$ cat config.mk
export PLATFORM = sky130hd
export DESIGN_NAME = song_sequencer
export DESIGN_NICKNAME = d
export VERILOG_FILES = /design/src/rtl/song_pkg.sv /design/src/rtl/song_note_ram.sv /design/src/rtl/song_sequencer.sv
export SDC_FILE = /design/constraint.sdc
export NUM_CORES = 1
export LEC_CHECK = 0
export BUFFER_PORTS_ARGS = -buffer_cell sky130_fd_sc_hd__buf_2
export CAP_MARGIN = 20
export CORE_MARGIN = 1
export CORE_UTILIZATION = 39
export CTS_BUF_LIST = sky130_fd_sc_hd__clkbuf_4 sky130_fd_sc_hd__clkbuf_8 sky130_fd_sc_hd__clkbuf_16
export DETAILED_ROUTE_END_ITERATION = 6
export GPL_TIMING_DRIVEN = 1
export PLACE_DENSITY_LB_ADDON = 0.1
export REMOVE_ABC_BUFFERS = 1
export SYNTH_ARGS = -nofsm -noshare
export SYNTH_HDL_FRONTEND = slang
export SYNTH_HIERARCHICAL = 1
export SYNTH_SLANG_ARGS = --single-unit
export TNS_END_PERCENT = 20
$ cat constraint.sdc
create_clock -name clock -period 11.3 [get_ports clock]
set_clock_uncertainty 0.15 [all_clocks]
set_input_delay 1.695 -clock clock [delete_from_list [all_inputs] [get_ports clock]]
set_output_delay 1.695 -clock clock [all_outputs]
set_load 0.005 [all_outputs]
$ cat src/rtl/song_pkg.sv
// Shared definitions for the song sequencer: FSM states, the release scan code,
// and the pitch/duration decoders applied to each note-table byte.
package song_pkg;

    localparam logic [7:0] KEY_RELEASE = 8'hF0;

    typedef enum logic [2:0] {
        ST_IDLE    = 3'd0,
        ST_FETCH   = 3'd1,
        ST_PRESS   = 3'd2,
        ST_RELEASE = 3'd3,
        ST_ADVANCE = 3'd4
    } state_e;

    function automatic logic [7:0] pitch_code(input logic [3:0] code);
        logic [7:0] key;
        case (code)
            4'd1:    key = 8'h2B;
            4'd2:    key = 8'h34;
            4'd3:    key = 8'h33;
            4'd4:    key = 8'h3B;
            4'd5:    key = 8'h42;
            4'd6:    key = 8'h4B;
            4'd7:    key = 8'h4C;
            4'd8:    key = 8'h4A;
            4'd9:    key = 8'h4D;
            4'd10:   key = 8'h4E;
            4'd11:   key = 8'h4F;
            4'd12:   key = 8'h50;
            4'd13:   key = 8'h51;
            4'd14:   key = 8'h52;
            default: key = KEY_RELEASE;
        endcase
        return key;
    endfunction

    function automatic logic [8:0] dur_units(input logic [3:0] code);
        logic [8:0] units;
        case (code)
            4'hF:    units = 9'h010;
            4'h8:    units = 9'h020;
            4'hA:    units = 9'h028;
            4'h9:    units = 9'h030;
            4'h1:    units = 9'h040;
            4'h3:    units = 9'h060;
            4'h2:    units = 9'h080;
            4'hB:    units = 9'h0C8;
            4'h4:    units = 9'h100;
            default: units = 9'h000;
        endcase
        return units;
    endfunction

endpackage

$ cat src/rtl/song_note_ram.sv
// DEPTH x 8 note table: one write port, one registered read port, read-first.
// Contents are deliberately not reset.
module song_note_ram #(
    parameter int DEPTH = 16,
    parameter int AW    = $clog2(DEPTH)
) (
    input  logic          clock,
    input  logic          wr_en,
    input  logic [AW-1:0] wr_addr,
    input  logic [7:0]    wr_data,
    input  logic [AW-1:0] rd_addr,
    output logic [7:0]    rd_data
);

    logic [7:0] mem [DEPTH];

    // Write and read on the same edge; the read sees the pre-write contents.
    always_ff @(posedge clock) begin
        if (wr_en) begin
            mem[wr_addr] <= wr_data;
        end
        rd_data <= mem[rd_addr];
    end

endmodule

$ cat src/rtl/song_sequencer.sv
// Plays a stored note table as keyboard scan codes (press for the note length,
// then a release gap). Optional pause input enabled by SONG_SEQ_PAUSE_EN.
module song_sequencer
    import song_pkg::*;
#(
    parameter int DEPTH    = 16,
    parameter int TICK_DIV = 1,
    parameter int GAP      = 2
) (
    input  logic                       clock,
    input  logic                       reset,
    input  logic                       start,
    input  logic                       stop,
    input  logic                       loop_en,
    input  logic [$clog2(DEPTH):0]     song_len,
    input  logic                       wr_en,
    input  logic [$clog2(DEPTH)-1:0]   wr_addr,
    input  logic [7:0]                 wr_data,
`ifdef SONG_SEQ_PAUSE_EN
    input  logic                       pause,
`endif
    output logic [7:0]                 key_code,
    output logic                       key_valid,
    output logic                       busy,
    output logic                       done,
    output logic [$clog2(DEPTH)-1:0]   step
);

    localparam int AW    = $clog2(DEPTH);
    localparam int LEN_W = AW + 1;
    localparam logic [LEN_W-1:0] DEPTH_LEN = LEN_W'(DEPTH);
    localparam logic [24:0]      TICKS     = 25'(TICK_DIV);
    localparam logic [24:0]      GAP_LAST  = 25'(GAP - 1);

    state_e            state, state_nxt;
    logic [AW-1:0]     step_nxt;
    logic [LEN_W-1:0]  len_r, len_nxt;
    logic [24:0]       cnt, cnt_nxt;
    logic [7:0]        pitch_r, pitch_nxt, key_nxt;
    logic              done_nxt;
    logic [7:0]        rd_data;
    logic              hold;
    logic [24:0]       fetch_ticks;

`ifdef SONG_SEQ_PAUSE_EN
    assign hold = pause && (state != ST_IDLE);
`else
    assign hold = 1'b0;
`endif

    assign fetch_ticks = {16'd0, dur_units(rd_data[7:4])} * TICKS;

    // The table is addressed by the upcoming step so the note is ready during FETCH.
    song_note_ram #(.DEPTH(DEPTH), .AW(AW)) u_ram (
        .clock   (clock),
        .wr_en   (wr_en),
        .wr_addr (wr_addr),
        .wr_data (wr_data),
        .rd_addr (step_nxt),
        .rd_data (rd_data)
    );

    // Next-state logic; stop wins over pause, pause freezes everything else.
    always_comb begin
        state_nxt = state;
        step_nxt  = step;
        len_nxt   = len_r;
        cnt_nxt   = cnt;
        pitch_nxt = pitch_r;
        done_nxt  = 1'b0;
        if (stop && (state != ST_IDLE)) begin
            state_nxt = ST_IDLE;
            step_nxt  = '0;
            cnt_nxt   = '0;
        end else if (hold) begin
            state_nxt = state;
        end else begin
            case (state)
                ST_IDLE: begin
                    if (start && !stop && (song_len != '0)) begin
                        state_nxt = ST_FETCH;
                        step_nxt  = '0;
                        len_nxt   = (song_len > DEPTH_LEN) ? DEPTH_LEN : song_len;
                    end else begin
                        state_nxt = ST_IDLE;
                    end
                end
                ST_FETCH: begin
                    pitch_nxt = pitch_code(rd_data[3:0]);
                    if (fetch_ticks == 25'd0) begin
                        state_nxt = ST_RELEASE;
                        cnt_nxt   = GAP_LAST;
                    end else begin
                        state_nxt = ST_PRESS;
                        cnt_nxt   = fetch_ticks - 25'd1;
                    end
                end
                ST_PRESS: begin
                    if (cnt == 25'd0) begin
                        state_nxt = ST_RELEASE;
                        cnt_nxt   = GAP_LAST;
                    end else begin
                        cnt_nxt = cnt - 25'd1;
                    end
                end
                ST_RELEASE: begin
                    if (cnt == 25'd0) begin
                        state_nxt = ST_ADVANCE;
                    end else begin
                        cnt_nxt = cnt - 25'd1;
                    end
                end
                ST_ADVANCE: begin
                    if ((LEN_W'(step) + LEN_W'(1)) < len_r) begin
                        step_nxt  = step + AW'(1);
                        state_nxt = ST_FETCH;
                    end else if (loop_en) begin
                        step_nxt  = '0;
                        state_nxt = ST_FETCH;
                    end else begin
                        step_nxt  = '0;
                        state_nxt = ST_IDLE;
                        done_nxt  = 1'b1;
                    end
                end
                default: begin
                    state_nxt = ST_IDLE;
                    step_nxt  = '0;
                    cnt_nxt   = '0;
                end
            endcase
        end
    end

    // Scan code shown in the coming cycle: the pitch only while actively pressing.
    always_comb begin
        if ((state_nxt == ST_PRESS) && !hold) begin
            key_nxt = pitch_nxt;
        end else begin
            key_nxt = KEY_RELEASE;
        end
    end

    // State and registered outputs.
    always_ff @(posedge clock or posedge reset) begin
        if (reset) begin
            state     <= ST_IDLE;
            step      <= '0;
            len_r     <= '0;
            cnt       <= '0;
            pitch_r   <= KEY_RELEASE;
            key_code  <= KEY_RELEASE;
            key_valid <= 1'b0;
            busy      <= 1'b0;
            done      <= 1'b0;
        end else begin
            state     <= state_nxt;
            step      <= step_nxt;
            len_r     <= len_nxt;
            cnt       <= cnt_nxt;
            pitch_r   <= pitch_nxt;
            key_code  <= key_nxt;
            key_valid <= (key_nxt != key_code);
            busy      <= (state_nxt != ST_IDLE);
            done      <= done_nxt;
        end
    end

endmodule

==> impl_metrics.ini, run 1 <==
[synth]
muxShareOfSynthArea = 0.09388
ys_seq_elements = 192
synth-xor-area-share = 0.009099
synth_ff_type = edfxtp_1
synth_simple_gate_area_frac = 0.1199
synth_compound_area_frac = 0.1050
seq_area_frac_synth = 0.6251
yosysTopAreaCell = edfxtp_1
synth.area.top_cells = edfxtp_1 44%, dfrtp_1 14%, mux4_2 4.7%
synth.cell_area_mm2 = 0.008663
ys_types = 71
yosysWarningCount = 6
async_flop_share = 0.2917
synthAdderAreaFrac = 0.01155
synth_edf_count = 128
avgSynthCellArea_um2 = 13.47
synth_top_area_frac = 0.4437
syn_inst = 643
synth_top_family_by_area = simple AND/OR/NAND/NOR gates

[detailed_routing]
met2WireLength_um = 9385
wl_met3_um = 649
vias_per_cell = 5.595
top_layer = met4
ant_nets = 0
post-route-drc-count = 0
wl_per_cell_um = 19.26
first_pass_iters = 5
vias = 5427
wl_met1_um = 8432
wl_um = 18680
drtIter0Drc = 413

[placed_design]
dpl_cell_area_mm2 = 0.009072
port_buffers = 37
place_hpwl_um = 12140
routabilityCongestion = 0.7950
pre_cts_ws_ns = 6.454

[die]
die_height_um = 151.0
die-area_mm2 = 0.02281
start_util = 0.3970
rows = 54
design.portCount = 38
coreArea_mm2 = 0.02182
dieWidth_um = 151.0

[worst_setup_path]
crit_arrival_ns = 4.56
cp-start-kind = primary input
crit_required_ns = 11.46
cp_max_fo = 33
r2r_start = step[0]$_DFF_PP0_
cp-startpoint = song_len[0]
critical_path_class = in2reg
worstSetupEndpointType = flop
r2r_slack_ns = 7.01

[worst_hold_path]
hp-class = reg2reg
hold_start = cnt[24]$_DFFE_PP0P_

[sta]
hold_ws_ns = 0.3751
drv_slew = 0
relSlewSlack = 0.2843
tns_ns = 0
rsz0062_at_grt = no
setup_viol = 0
finalHoldViolCount = 0
period_minus_slack_ns = 4.395
tightest_slew_ns = 1.070
fin_crit_sh = 0.3889
fmax_mhz = 227.5
final.setup.worst_slack_ns = 6.905

[clock_tree]
htreeDepth = 4
cts.sinks = 192
path_clk_slew_ns = 0.07
ctsResizeCount = 0
ctsHoldBuffers = 0
post-cts-setup-buffers = 0
cts_made_buffers = 17
cts_root_buf = clkbuf_16
clock_path_buffers = 2
clk_latency_ns = 0.44
cts_tree = yes

[grt]
antenna_found_initial = 0
grt_start_max_net_pins = 34
track_usage = 0.1775
grt_pass1_wl_um = 29980
grt-ovfl-total = 0
grt_pass1_vias = 5422

[cells_and_area]
drive_above_1_share = 0.1826
syn_to_final_growth_pct = 12.07
fillers = 1974
multiInputGateArea_mm2 = 0.002972
final_cell_mix = 128 x edfxtp_1, 54 x nand2_1, 50 x nor2_1, 48 x dfrtp_1, 37 x buf_2
postLayoutCellArea_mm2 = 0.009709
nets = 708
ff_latch_area_mm2 = 0.005415
antenna-diode-count = 0
final_common_cell = edfxtp_1

[power_and_ir_drop]
powerDensity_mw_per_mm2 = 214.5
leakage_uw = 0.003565
vdd.ir_drop.worst_mv = 0.09730

[job]
maxCapViolations = 0

[outcome]
status = completed
## worst max-delay path, cell delays in order
cell and delay [ns]:
buf_2 0.11, or3_1 0.37, o311a_1 0.34, nor2_1 0.24
mux2i_1 0.17, nor2_4 0.10, buf_4 0.51, mux4_1 0.63
a22oi_1 0.28, nand2_1 0.09
## final timing paths
check	depth (start not counted)	to
worst min-delay path	2	cnt[24]$_DFFE_PP0P_
max in group asynchronous	3	pitch_r[7]$_DFF_PP1_
worst min register to register	2	cnt[24]$_DFFE_PP0P_
min in group asynchronous	2	cnt[20]$_DFFE_PP0P_
worst max-delay path	10	u_ram/rd_data[2]$_DFF_P_
worst max register to register	14	u_ram/rd_data[2]$_DFF_P_
## state kept, by name, indices dropped and copies added, names as in the netlist
name / cells
u_ram/rd_data: 8
step: 4
cnt: 25
state: 3
done: 1
busy: 1
key_code: 8
len_r: 5
u_ram/mem: 128
key_valid: 1
pitch_r: 8
## layer usage
layer,GRT usage,vias to the layer above
li1,-,2539
met1,0.2315,2754
met2,0.3005,116
met3,0.03133,18
met4,0.05550,0
met5,0,-
## cell families after synthesis
logic type / after synthesis
fa+ha+maj: 8
flops: 192
compound gates: 137
xor+xnor: 9
mux: 36
buf+inv: 57
simple gates: 204
## cell usage after synthesis, types with 4 or more instances
cell and n:
a21o_1 5, a21oi_1 16, a22o_1 5, a22oi_1 19, and2_1 4, buf_2 5, buf_6 6, clkbuf_1 12
dfrtp_1 48, dfstp_2 8, dfxtp_1 8, edfxtp_1 128, ha_1 8, inv_1 26, mux2i_1 4, mux4_1 14
mux4_2 18, nand2_1 54, nand2b_1 4, nand3_1 9, nand3b_1 8, nand4_1 4, nor2_1 52, nor2b_1 8
nor3_1 23, nor4_1 7, o211ai_1 7, o21a_1 4, o21ai_0 33, o21ai_1 11, o22ai_1 8, o311ai_1 5
or2_2 4, or3_1 4, or4_1 5, xnor2_1 8
## cell type report
cell class	instances	area share
repair buffers	46	0.02680
multi-input cells	394	0.3061
inverters	26	0.01005
clock buffers	18	0.04459
well taps	280	0.03608
clock inverters	14	0.01869
flip-flops and latches	192	0.5577
## per-stage QoR
step | total power [uW] | util | instances
floorplan | 1325 | - | 612
CTS | 2101 | 0.4439 | 968
global route | 2216 | 0.4449 | 970
global placement | 1473 | 0.4157 | 936
detailed placement | 1487 | 0.4157 | 936
finish | 2083 | 0.4449 | 970
## power by group
part | leakage [uW] | switching [uW] | total, uW | internal, uW
clock network | 0.000295 | 304 | 609 | 305
logic | 0.00132 | 346 | 562 | 215
registers | 0.00195 | 72.4 | 912 | 839
(Power assumes the default switching activity.)
==> run 2: changes to the inputs <==
==> constraint.sdc (replaced) <==
create_clock -name clock -period 3.9 [get_ports clock]
set_clock_uncertainty 0.15 [all_clocks]
set_input_delay 0.585 -clock clock [delete_from_list [all_inputs] [get_ports clock]]
set_output_delay 0.585 -clock clock [all_outputs]
set_load 0.005 [all_outputs]
==> run 2 against run 1 <==
Register-to-register slack worse by 6.8 ns. Count of clock-buffer cells in the layout down 1. Final area up 0.44%. Sequential cell count unchanged. Critical path depth up 4. Utilization up 0.19 points. Sequential power rose to 2.9 times the previous value. Final cell count up 0.52%. Worst hold slack worse by 0.20 ns. Clock power rose to 2.8 times the previous value.
==> impl_metrics.ini, run 2 (synthesis results as in run 1) <==
[worst_hold_path]
hp-class = in2async

[cells_and_area]
drive_above_1_share = 0.1856
final_common_cell = edfxtp_1
fillers = 1970
syn_to_final_growth_pct = 12.56
postLayoutCellArea_mm2 = 0.009752
fin_cells = 975
nets = 713
regMostFlops = u_ram/mem
fin_util = 0.4469
top_regs = u_ram/mem (128), cnt (25)
final_cell_mix = 128 x edfxtp_1, 54 x nand2_1, 50 x nor2_1, 48 x dfrtp_1, 37 x buf_2
antenna-diode-count = 0
largest_reg_flops = 128

[clock_tree]
cts_tree = yes
cts_made_buffers = 17
cts.sinks = 192
cts_root_buf = clkbuf_16
htreeDepth = 4
clk_latency_ns = 0.44
ctsHoldBuffers = 0
clock_path_buffers = 2
path_clk_slew_ns = 0.08

[detailed_routing]
ant_nets = 0
wl_um = 18250
wl_per_cell_um = 18.72
drtIter0Drc = 327
post-route-drc-count = 0
vias_per_cell = 5.483
vias = 5346
first_pass_iters = 4

[die]
die-area_mm2 = 0.02281
dieWidth_um = 151.0
design.portCount = 38
coreArea_mm2 = 0.02182
rows = 54
die_height_um = 151.0
start_util = 0.3970

[grt]
grt_pass1_vias = 5326
grt-ovfl-total = 0
grt_start_max_net_pins = 40
grt_pass1_wl_um = 29150
track_usage = 0.1730
antenna_found_initial = 0

[placed_design]
dp_cells = 943
dpl_cell_area_mm2 = 0.009153
pre_cts_ws_ns = 0.2231
place_hpwl_um = 12510
port_buffers = 37
routabilityCongestion = 0.8224

[worst_setup_path]
crit_required_ns = 4.07
cp-startpoint = step[1]$_DFF_PP0_
cp_common_cell = o21a_1
r2r_slack_ns = 0.26
crit_arrival_ns = 3.82
critical_path_class = reg2reg
cp_cell_sequence = ha_1 > nor2b_1 > or2_2 > ha_1 > o21a_1 > o21a_1 > o21a_1 > nor3_2 > mux2i_1 > nor2_4 > buf_12 > mux4_1 > a22oi_1 > nand2_1
r2r-end = u_ram/rd_data[1]$_DFF_P_
r2r_start = step[1]$_DFF_PP0_
max_stage_delay_ns = 0.56
critPathSlowestCell = mux4_1
worstSetupEndpointType = flop
cp_max_fo = 16
rr_worst_depth = 14
cp-start-kind = flop

[sta]
final.setup.worst_slack_ns = 0.2553
fmax_mhz = 274.4
rsz0062_at_grt = no
setup_viol = 0
finalHoldViolCount = 0
period_minus_slack_ns = 3.645
tns_ns = 0
fin_crit_sh = 0.9345
drv_slew = 0
tightest_slew_ns = 1.006
relSlewSlack = 0.3268

[job]
maxCapViolations = 0

[power_and_ir_drop]
leakage_uw = 0.003593
powerDensity_mw_per_mm2 = 615.0
vdd.ir_drop.worst_mv = 0.2744

[outcome]
status = completed
run 2: cell types whose count changed in the layout (fill, tap and decap cells not counted), moves of 2 or more:
| cell | change |
|---|---|
| buf_6 | -2 |
| clkinv_4 | +2 |
| buf_12 | +3 |
| buf_4 | +4 |
| clkinv_1 | +2 |
| clkinv_8 | -2 |
run 2: metrics by stage:
stage,total power (uW),hold slack [ns]
after floorplan,3839,0.3310
after global placement,4281,0.3536
after detailed placement,4318,0.3576
after CTS,6064,0.1697
after global routing,6395,0.1794
final,5998,0.1770
run 2: power breakdown:
group          switching [uW]  internal, uW
clock                     857           863
combinational            1010           632
sequential                206          2430
total                    2070          3930
run 2: worst max path at each step:
stage | cells past startpoint | to | slack (ns)
floorplan | 13 | u_ram/rd_data[0]$_DFF_P_ | -1.49
global placement | 14 | u_ram/rd_data[1]$_DFF_P_ | 0.29
detailed placement | 14 | u_ram/rd_data[3]$_DFF_P_ | 0.22
CTS | 14 | u_ram/rd_data[3]$_DFF_P_ | 0.18
global route | 14 | u_ram/rd_data[4]$_DFF_P_ | 0.04
finish | 14 | u_ram/rd_data[1]$_DFF_P_ | 0.26
run 2: worst max-delay path, delay by kind of cell, from the launching register on:
kind            cells  cell delay, ns
compound gates      4            0.70
fa+ha+maj           2            0.49
buf+inv             1            0.20
flops               1            0.41
mux                 2            0.70
simple gates        5            0.87
run 2: what timing repair did:
item,4_1_cts,5_1_grt
buffers inserted,0,0
setup endpoints to repair,0,8
resized for setup,0,2
run 2: final cells by class:
| cell class | instances | area (um2) | area share |
|---|---|---|---|
| multi-input cells | 394 | 2969 | 0.3045 |
| well taps | 280 | 350.3 | 0.03593 |
| flip-flops and latches | 192 | 5415 | 0.5553 |
| repair buffers | 51 | 327.8 | 0.03362 |
| clock inverters | 15 | 166.4 | 0.01706 |
| clock buffers | 17 | 425.4 | 0.04362 |
| inverters | 26 | 97.59 | 0.01001 |
run 2: routing by layer:
metal,track usage,wire length [um]
met1,0.2191,8189
met2,0.2954,9302
met3,0.03524,483
met4,0.05700,276
met5,0,0
==> run 3: changes to the inputs <==
--- a/config.mk
+++ b/config.mk
@@ -16,6 +16,5 @@
 export REMOVE_ABC_BUFFERS = 1
 export SYNTH_ARGS = -nofsm -noshare
 export SYNTH_HDL_FRONTEND = slang
-export SYNTH_HIERARCHICAL = 1
 export SYNTH_SLANG_ARGS = --single-unit
 export TNS_END_PERCENT = 20
==> run 3 against run 2 <==
Critical endpoint is now u_ram.rd_data[7]$_DFF_P_. Critical path depth is 2 lower. Combinational power up 11%. Wire length increased by 16%. Sequential share of layout area fell by 2.5 points. Count of clock-buffer cells in the layout unchanged. Final cell count grew 13%.
==> impl_metrics.ini, run 3 <==
[clock_tree]
cts_tree = yes
path_clk_slew_ns = 0.08
clock_path_buffers = 2
cts.sinks = 192
ctsHoldBuffers = 0
cts_made_buffers = 17
clk_latency_ns = 0.44
htreeDepth = 4
cts_root_buf = clkbuf_16

[worst_setup_path]
crit_required_ns = 4.09
worstSetupEndpointType = flop
path_buf_inv = 1
crit_arrival_ns = 3.83
max_stage_delay_ns = 0.57
critPathSlowestCell = mux4_2
r2r_slack_ns = 0.26
cp-start-kind = flop
r2r_start = step[0]$_DFF_PP0_
rr_worst_depth = 12
endpoint = u_ram.rd_data[7]$_DFF_P_
cp_max_fo = 26
cp-startpoint = step[0]$_DFF_PP0_
cp_top_family = compound AO/OA/AOI/OAI gates
cp.depth = 12
r2r-end = u_ram.rd_data[7]$_DFF_P_
cp_cell_sequence = ha_1 > nand2b_1 > nand2_1 > ha_1 > a21o_1 > a31oi_1 > a21oi_2 > buf_4 > nor2_1 > nor2_4 > mux4_2 > a211oi_1
critical_path_class = reg2reg
cp_common_cell = ha_1

[placed_design]
place_hpwl_um = 14710
pre_cts_ws_ns = 0.02093
dpl_cell_area_mm2 = 0.009599
port_buffers = 37
dp_cells = 1067
routabilityCongestion = 0.7833

[cells_and_area]
antenna-diode-count = 0
nets = 832
postLayoutCellArea_mm2 = 0.01020
final_common_cell = edfxtp_1
largest_reg_flops = 128
drive_above_1_share = 0.1683
final_cell_mix = 128 x edfxtp_1, 66 x o211ai_1, 57 x inv_1, 57 x a21oi_1, 53 x nor2_1
syn_to_final_growth_pct = 12.36
fin_cells = 1099
top_regs = u_ram.mem (128), cnt (25)
regMostFlops = u_ram.mem

[sta]
period_minus_slack_ns = 3.641
final.setup.worst_slack_ns = 0.2588
tns_ns = 0
rsz0062_at_grt = no
hold_ws_ns = 0.1966
tightest_slew_ns = 1.099
setup_viol = 0
relSlewSlack = 0.2648
drv_slew = 0
fmax_mhz = 274.6
finalHoldViolCount = 0
fin_crit_sh = 0.9336

[grt]
grt-ovfl-total = 0
antenna_found_initial = 0
grt_pass1_wl_um = 34490
grt_pass1_vias = 6145
track_usage = 0.1860
grt_start_max_net_pins = 41

[synth]
synth.area.top_cells = edfxtp_1 42%, dfrtp_1 13%, o211ai_1 5.5%
yosys-top-cells-count = 128 x edfxtp_1, 66 x o211ai_1, 58 x a21oi_1, 58 x inv_1, 53 x nor2_1
yosysWarningCount = 0
syn_inst = 767
synth_top_area_frac = 0.4233
yosysMostFrequentCell = edfxtp_1
seq_area_frac_synth = 0.5963
synth_edf_count = 128
ys_seq_elements = 192
synth_ff_type = edfxtp_1
ys_types = 72
avgSynthCellArea_um2 = 11.84
yosysTopAreaCell = edfxtp_1
async_flop_share = 0.2917
synth.cell_area_mm2 = 0.009081

[power_and_ir_drop]
vdd.ir_drop.worst_mv = 0.2832
powerDensity_mw_per_mm2 = 603.7
leakage_uw = 0.003974

[detailed_routing]
vias = 6230
first_pass_iters = 5
wl_um = 21190
drtIter0Drc = 373
post-route-drc-count = 0
wl_per_cell_um = 19.28
vias_per_cell = 5.669
ant_nets = 0

[die]
design.portCount = 38
rows = 55
start_util = 0.3999
coreArea_mm2 = 0.02271
die_height_um = 154.6
die-area_mm2 = 0.02390
dieWidth_um = 154.6

[job]
maxCapViolations = 0

[worst_hold_path]
hp-class = in2async

[outcome]
status = completed
[run 3: changes by cell type after synthesis, moves of 14 or more]
cell / delta
a21oi_1: +42
nand2_1: -42
a22oi_1: -18
inv_1: +32
o21ai_0: -20
mux4_1: -14
clkbuf_1: +20
o211ai_1: +59
o21ai_1: +39
mux2i_1: +30
[run 3: cell type report]
cell class | count | area (um2)
Multi-Input combinational cell | 470 | 3252
Inverter | 59 | 225.2
Sequential cell | 192 | 5415
Clock inverter | 15 | 163.9
Tap cell | 285 | 356.6
Timing Repair Buffer | 61 | 365.4
Clock buffer | 17 | 425.4
Fill cell | 2089 | 12510
[run 3: how the worst min path moves through the flow]
stage / slack (ns) / depth (start not counted) / endpoint / startpoint
3_5_place_dp: 0.34 / 2 / cnt[7]$_DFFE_PP0P_ / cnt[7]$_DFFE_PP0P_
6_report: 0.20 / 2 / len_r[1]$_DFFE_PP0P_ / reset
4_1_cts: 0.22 / 2 / cnt[0]$_DFFE_PP0P_ / reset
3_3_place_gp: 0.34 / 2 / cnt[7]$_DFFE_PP0P_ / cnt[7]$_DFFE_PP0P_
5_1_grt: 0.25 / 3 / done$_DFF_PP0_ / loop_en
2_1_floorplan: 0.30 / 2 / len_r[0]$_DFFE_PP0P_ / len_r[0]$_DFFE_PP0P_
[run 3: power breakdown]
group          total (uW)  switching [uW]  leakage, uW  internal, uW
logic                1820            1160      0.00174           658
clock network        1720             859     0.000287           862
registers            2620             180      0.00194          2440
total                6160            2200      0.00397          3960
[run 3: per-stage QoR]
step	total power, uW	utilization
after floorplan	3922	-
after detailed placement	4471	0.4227
after global routing	6513	0.4493
after CTS	6192	0.4487
after global placement	4405	0.4227
final	6160	0.4493
[run 3: logic make-up (layout without fill, tap and decap cells)]
| logic type | after synthesis | count (layout) | share of synthesized area |
|---|---|---|---|
| simple gates | 168 | 168 | 0.1021 |
| compound gates | 241 | 241 | 0.1739 |
| fa+ha+maj | 8 | 8 | 0.01102 |
| mux | 45 | 45 | 0.06104 |
| buf+inv | 105 | 152 | 0.04795 |
| xor+xnor | 8 | 8 | 0.007715 |
| flops | 192 | 192 | 0.5963 |
[run 3: per-layer routing]
layer / share of wire / GRT usage / vias up
met5: 0 / 0 / -
met4: 0.0081 / 0.04668 / 0
met3: 0.037 / 0.03334 / 13
met2: 0.48 / 0.3023 / 135
met1: 0.48 / 0.2574 / 3113
li1: - / - / 2969
[run 3: worst reg2reg max path, delay by kind of cell (launching register included)]
| family | cells | cell delay [ns] |
|---|---|---|
| AOI/OAI and AO/OA | 4 | 0.76 |
| adders and majority gates | 2 | 0.55 |
| buffers and inverters | 1 | 0.35 |
| DFF | 1 | 0.45 |
| muxes | 1 | 0.58 |
| and+or+nand+nor | 4 | 0.72 |
[run 3: repair_timing]
action / CTS / global route
buffers inserted: 0 / 0
endpoints found under the setup margin: 0 / 8
hold endpoints to repair: 0 / 0
gates resized for setup: 0 / 3
